$ cat src/rtl/pwm_duty_calc.sv
// PWM duty calculator: captures high/low counts, forms the period and
// computes duty = floor(high*SCALE/period) with a serial restoring divider.
module pwm_duty_calc #(
    parameter int CNT_W   = 32,
    parameter int SCALE   = 1000,
    parameter int SCALE_W = 10
) (
    input  logic               clk,
    input  logic               reset,
    input  logic [CNT_W-1:0]   count_high,
    input  logic [CNT_W-1:0]   count_low,
    input  logic               hready_intr,
    input  logic               lready_intr,
    output logic [CNT_W-1:0]   high_out,
    output logic [CNT_W-1:0]   low_out,
    output logic [CNT_W:0]     period_out,
    output logic [SCALE_W-1:0] duty_out,
    output logic               result_valid,
    output logic               busy,
    output logic               overrun
);

    localparam int NUM_W = CNT_W + SCALE_W;
    localparam int CW    = $clog2(NUM_W);
    localparam logic [CW-1:0]    LAST    = CW'(NUM_W - 1);
    localparam logic [NUM_W-1:0] SCALE_N = NUM_W'(SCALE);

    typedef enum logic [1:0] {
        S_WAIT_HIGH,
        S_WAIT_LOW,
        S_DIV
    } state_t;

    state_t state;
    state_t state_next;

    logic [CNT_W-1:0] high_q;
    logic [CNT_W-1:0] low_q;
    logic [CNT_W-1:0] hi_d;
    logic [CNT_W-1:0] pend_high;
    logic             pend_flag;
    logic [NUM_W-1:0] num_q;
    logic [CNT_W:0]   div_q;
    logic [CNT_W:0]   rem_q;
    logic [CW-1:0]    cnt;
    logic             done_q;

    logic [NUM_W-1:0] num_load;
    logic [CNT_W+1:0] shifted;
    logic [CNT_W:0]   diff;
    logic             fits;
    logic             zero_div;
    logic             last_step;
    logic             finish;

    assign num_load  = {{SCALE_W{1'b0}}, high_q} * SCALE_N;
    assign shifted   = {rem_q, num_q[NUM_W-1]};
    assign fits      = shifted >= {1'b0, div_q};
    // Only used when fits, so the true difference is below div_q.
    assign diff      = shifted[CNT_W:0] - div_q;
    assign zero_div  = (state == S_DIV) && (div_q == '0);
    assign last_step = (state == S_DIV) && (div_q != '0) && (cnt == LAST);
    assign finish    = zero_div || last_step;

    always_ff @(posedge clk) begin
        if (reset) begin
            state <= S_WAIT_HIGH;
        end else begin
            state <= state_next;
        end
    end

    always_comb begin
        state_next = state;
        case (state)
            S_WAIT_HIGH: begin
                if (hready_intr) state_next = S_WAIT_LOW;
            end
            S_WAIT_LOW: begin
                if (lready_intr) state_next = S_DIV;
            end
            S_DIV: begin
                if (finish) begin
                    if (pend_flag || hready_intr) state_next = S_WAIT_LOW;
                    else                          state_next = S_WAIT_HIGH;
                end
            end
            default: state_next = S_WAIT_HIGH;
        endcase
    end

    always_comb begin
        busy = (state == S_DIV);
    end

    always_ff @(posedge clk) begin
        if (reset) begin
            high_q       <= '0;
            low_q        <= '0;
            hi_d         <= '0;
            pend_high    <= '0;
            pend_flag    <= 1'b0;
            num_q        <= '0;
            div_q        <= '0;
            rem_q        <= '0;
            cnt          <= '0;
            done_q       <= 1'b0;
            overrun      <= 1'b0;
            high_out     <= '0;
            low_out      <= '0;
            period_out   <= '0;
            duty_out     <= '0;
            result_valid <= 1'b0;
        end else begin
            done_q       <= last_step;
            result_valid <= done_q || zero_div;

            // Outputs are published one edge after the final divider step.
            if (done_q) begin
                high_out   <= hi_d;
                low_out    <= low_q;
                period_out <= div_q;
                duty_out   <= num_q[SCALE_W-1:0];
            end else if (zero_div) begin
                high_out   <= hi_d;
                low_out    <= low_q;
                period_out <= '0;
                duty_out   <= '0;
            end

            case (state)
                S_WAIT_HIGH: begin
                    if (hready_intr) high_q <= count_high;
                end
                S_WAIT_LOW: begin
                    if (lready_intr) begin
                        low_q <= count_low;
                        hi_d  <= high_q;
                        num_q <= num_load;
                        div_q <= {1'b0, high_q} + {1'b0, count_low};
                        rem_q <= '0;
                        cnt   <= '0;
                        if (hready_intr) begin
                            pend_high <= count_high;
                            pend_flag <= 1'b1;
                        end
                    end else if (hready_intr) begin
                        high_q <= count_high;
                    end
                end
                S_DIV: begin
                    if (hready_intr) begin
                        pend_high <= count_high;
                        pend_flag <= 1'b1;
                    end
                    if (lready_intr) overrun <= 1'b1;
                    if (!zero_div) begin
                        rem_q <= fits ? diff : shifted[CNT_W:0];
                        num_q <= {num_q[NUM_W-2:0], fits};
                        cnt   <= cnt + CW'(1);
                    end
                    if (finish) begin
                        pend_flag <= 1'b0;
                        if (hready_intr)    high_q <= count_high;
                        else if (pend_flag) high_q <= pend_high;
                    end
                end
                default: ;
            endcase
        end
    end

endmodule

$ cat config.mk
export PLATFORM = sky130hd
export DESIGN_NAME = pwm_duty_calc
export DESIGN_NICKNAME = d
export VERILOG_FILES = /design/src/rtl/pwm_duty_calc.sv
export SDC_FILE = /design/constraint.sdc
export NUM_CORES = 1
export LEC_CHECK = 0
export BUFFER_PORTS_ARGS = -buffer_cell sky130_fd_sc_hd__buf_2
export CAP_MARGIN = 20
export CORE_AREA = 2 2 184 223
export CTS_CLUSTER_DIAMETER = 80
export CTS_CLUSTER_SIZE = 20
export DETAILED_ROUTE_END_ITERATION = 7
export DIE_AREA = 0 0 186 225
export HOLD_SLACK_MARGIN = 0.02
export PLACE_DENSITY_LB_ADDON = 0.12
export SLEW_MARGIN = 20
export SYNTH_ARGS = -nofsm -noshare
export SYNTH_HDL_FRONTEND = slang
export SYNTH_SLANG_ARGS = --single-unit
export TNS_END_PERCENT = 20
$ cat constraint.sdc
create_clock -name clk -period 5.7 [get_ports clk]
set_clock_uncertainty 0.15 [all_clocks]
set_input_delay 1.14 -clock clk [delete_from_list [all_inputs] [get_ports clk]]
set_output_delay 1.14 -clock clk [all_outputs]
set_load 0.02 [all_outputs]
==> flow_results.org <==
** Timing
- After routing, the total negative slack on setup checks comes to 0 ps.
- The total count of hold-check failures in the final report came to 0.
- The worst pin sits at a relative slew slack of 28.0%.
- Post-route worst hold slack :: 301 ps
- Setup repair after global routing left no endpoint under its margin.
- At the pin with the least slew margin, the transition time is 1080 ps.
- Min cycle time layout :: 5440 ps
- Period Utilization, post-route :: 95.4%
- Maximum clock rate :: 184 MHz
- Fin. max-slew vios :: 0
- Setup violations remaining at the end of the flow were counted as 0.
- Once routing completed, OpenROAD measured the worst setup slack at 263 ps.

** Logic synthesis
- Synth async-reset ratio :: 0%
- Among all cell types in the netlist, the one instantiated most often is sky130_fd_sc_hd__nand2_1.
- Each instance of the synthesized netlist takes up on average 8.32 um2.
- Net count after synthesis :: 2935
- In this run the cell area of the synthesized design comes to 21600 um2.
- Most instantiated flip-flop cell in the synthesis netlist :: sky130_fd_sc_hd__dfxtp_1
- The Yosys step of the flow raised 0 warnings.
- Flop and latch count out of synthesis :: 355
- Gate count after technology mapping :: 2595
- The commonest cells after synthesis are sky130_fd_sc_hd__nand2_1, sky130_fd_sc_hd__dfxtp_1, sky130_fd_sc_hd__a21oi_1.
- Cell accounting for the most synthesized area :: sky130_fd_sc_hd__dfxtp_1
- Cells taking the most area after synthesis :: sky130_fd_sc_hd__dfxtp_1, sky130_fd_sc_hd__fa_1, sky130_fd_sc_hd__ha_1, sky130_fd_sc_hd__nand2_1, sky130_fd_sc_hd__a21oi_1
- Seq/Total Area, Yosys :: 32.9%
- Yosys mapped the design onto 75 distinct sky130hd cell types.
- Fraction of synthesized cell area taken by the top area cell type :: 32.9%
- Number of enable-type register cells in the synthesized netlist :: 0

** Setup path
- Walking the worst path, the cells encountered are inv_1, fa_1, fa_1, fa_1, inv_1, fa_1, ha_1, o211ai_2, a2111o_1, o211ai_2, a41o_1, a221o_2, a41oi_2, or3_1, a41o_1, a21oi_2.
- The critical path is of the reg2reg type.
- STA classifies the critical path endpoint as a register.
- Worst Path Max Fanout :: 7
- Worst setup slack for register-to-register paths :: 260 ps
- Broken down by cell family, the worst path's largest delay share belongs to adder cells.
- STA puts the critical path data required time at 6040 ps.
- Buf/Inv on CP :: 2
- STA classifies the critical path startpoint as a register.
- Crit-path most repeated cell :: sky130_fd_sc_hd__fa_1
- The most critical setup path has its startpoint at high_q[1].
- Among all stages on the critical path, the largest delay is contributed by sky130_fd_sc_hd__fa_1.
- Delay contributed by the slowest stage of the critical path :: 590 ps
- The startpoint identified for the worst register-to-register timing path is high_q[1].
- Data arrives at the worst endpoint at 5780 ps.

** Power
- Pwr per Cell Area :: 455 nW/um2
- Peak VDD IR :: 0.355 mV
- Leakage component of the power :: 10.0 nW

** Routing
- Vias after detailed routing :: 18669
- Mean number of vias per cell :: 5.75
- Number of DRC violations after detailed routing :: 0
- Highest signal layer in the routed design :: met4
- The routed design uses 30500 um of met2 wire.
- Detailed-route wire length :: 62200 um
- The detailed router finished its first iteration with 1226 violations.
- In the final routing, the length of wire on met1 measures 25800 um.
- Wire segments on met3 add up to 2740 um in the final route.
- Antenna Nets Post-Route :: 0
- Routed len/inst :: 19.1 um
- Number of detailed-routing iterations run before antenna repair :: 5

** Clock network
- TritonCTS Buffers :: 24
- Clock-pin slew was measured on the worst setup and hold paths at 80 ps.
- CTS tree :: done
- In this run the number of H-tree levels came out at 1.
- Later-pin clock latency in the skew report :: 570 ps
- The clock passes through at most 3 buffers.
- Clock sinks :: 355
- Root cell of the clock tree :: sky130_fd_sc_hd__clkbuf_16

** Global route
- Global router's overall resource usage :: 29.5%
- Overall overflow remaining after global route :: 0
- The via count of the first global-routing pass was 18064.
- Global-route wire length before repair :: 97300 um
- Entering global routing, the biggest net connects 228 pins.
- The initial antenna violation count came to 3.

** Layout
- Syn-to-layout area delta :: 10.3%
- Number of fill cells :: 3629
- Share of final-layout standard cells stronger than drive strength 1 :: 10.6%
- The final layout contains 3047 nets.
- Post-route cell area :: 23800 um2
- Core occupancy in the finished layout :: 60.2%

** Floorplan
- I/O pins :: 178
- The floorplan step set the die height to 225 um.
- Floorplan Core Area :: 39500 um2
- Starting density of the core :: 54.6%
- The die is 186 um wide.
- Standard-cell row count :: 80
- Die Area :: 41900 um2

** Hold path
- Min-delay src :: high_out[20]
- The worst hold path belongs to the class reg2reg.

** Place
- Buffers added on ports :: 177
- Prior to clock tree synthesis, the placed netlist has a worst setup slack of 187 ps.
- Routability-driven placement finished with a final weighted congestion of 0.905.
- DP Wirelength :: 47300 um
- Cell area after placement :: 23100 um2

** Flow run
- Max-Cap Viols :: 0

** Outcome
- Outcome :: finished, final reports clean
-- layout make-up --
type	instances	area (um2)	share of cell area, %
diodes	3	7.51	0.0315
clock buffers	24	601	2.52
clock inverters	7	101	0.425
inverters	212	796	3.34
multi-input cells	1891	13300	55.7
flip-flops and latches	355	7110	29.9
well taps	533	667	2.80
repair buffers	223	1280	5.37
-- registers in the layout, indices dropped and copies added (netlist names) --
signal,count
pend_high,32
rem_q,33
hi_d,32
duty_out,10
done_q,1
cnt,6
low_out,32
result_valid,1
period_out,33
overrun,1
high_q,32
pend_flag,1
div_q,33
state,2
num_q,42
low_q,32
high_out,32
-- report_power, final --
part / internal, mW / switching, mW / leakage, nW
Sequential: 2.66 / 0.158 / 2.88
Clock: 0.786 / 0.933 / 0.341
Combinational: 2.56 / 3.75 / 6.78
Total: 6.00 / 4.84 / 10.0
-- cell usage in the layout (no fill, tap or decap), types with 15 or more instances in the layout --
| cell type | instances |
|---|---|
| sky130_fd_sc_hd__o211ai_1 | 17 |
| sky130_fd_sc_hd__dfxtp_1 | 352 |
| sky130_fd_sc_hd__xnor2_1 | 43 |
| sky130_fd_sc_hd__mux2i_1 | 53 |
| sky130_fd_sc_hd__nand2b_1 | 17 |
| sky130_fd_sc_hd__clkbuf_16 | 24 |
| sky130_fd_sc_hd__a211oi_1 | 48 |
| sky130_fd_sc_hd__nor2_1 | 160 |
| sky130_fd_sc_hd__nand4_1 | 15 |
| sky130_fd_sc_hd__xor2_1 | 30 |
| sky130_fd_sc_hd__a31oi_1 | 25 |
| sky130_fd_sc_hd__ha_1 | 152 |
| sky130_fd_sc_hd__nand3_1 | 38 |
| sky130_fd_sc_hd__nand2_1 | 471 |
| sky130_fd_sc_hd__a21oi_1 | 299 |
| sky130_fd_sc_hd__nor3_1 | 16 |
| sky130_fd_sc_hd__inv_1 | 207 |
| sky130_fd_sc_hd__buf_2 | 176 |
| sky130_fd_sc_hd__a22oi_1 | 71 |
| sky130_fd_sc_hd__buf_4 | 43 |
| sky130_fd_sc_hd__a21o_1 | 47 |
| sky130_fd_sc_hd__fa_1 | 120 |
| sky130_fd_sc_hd__o21ai_0 | 92 |
-- stage by stage --
stage               cells  total power [mW]
floorplan            2595              7.56
detailed placement   3214              9.11
CTS                  3245              10.8
global placement     3214              9.01
global route         3248              11.7
finish               3248              10.8
-- repair_timing --
action,in CTS,in global routing
resized for setup,0,8
hold buffers,0,0
setup endpoints to repair,0,8
setup buffers,0,0
-- kinds of logic after synthesis --
group,Yosys count,share of synthesized area (%)
buf+inv,349,6.14
fa+ha+maj,272,19.9
xor+xnor,73,2.96
mux,54,2.51
flops,355,32.9
compound gates,707,20.4
simple gates,785,15.2
-- metal layers --
layer | track usage, % | vias up
met5 | 0 | -
met2 | 51.0 | 481
met3 | 2.71 | 126
met1 | 37.2 | 9001
met4 | 13.6 | 0
li1 | - | 9061
-- path summary, 6_finish.rpt --
path,endpoint,depth (start not counted)
max,num_q[40],16
min,high_out[20],2
max reg2reg,num_q[40],16
min reg2reg,high_out[20],2
-- tightest hold or removal path, delay by kind of cell, from the launching register on --
family	cells	cell delay [ps]
flip-flops	1	310
AO/OA/AOI/OAI	1	50
AND/OR/NAND/NOR	1	50
Power figures use the tool's default switching activity.
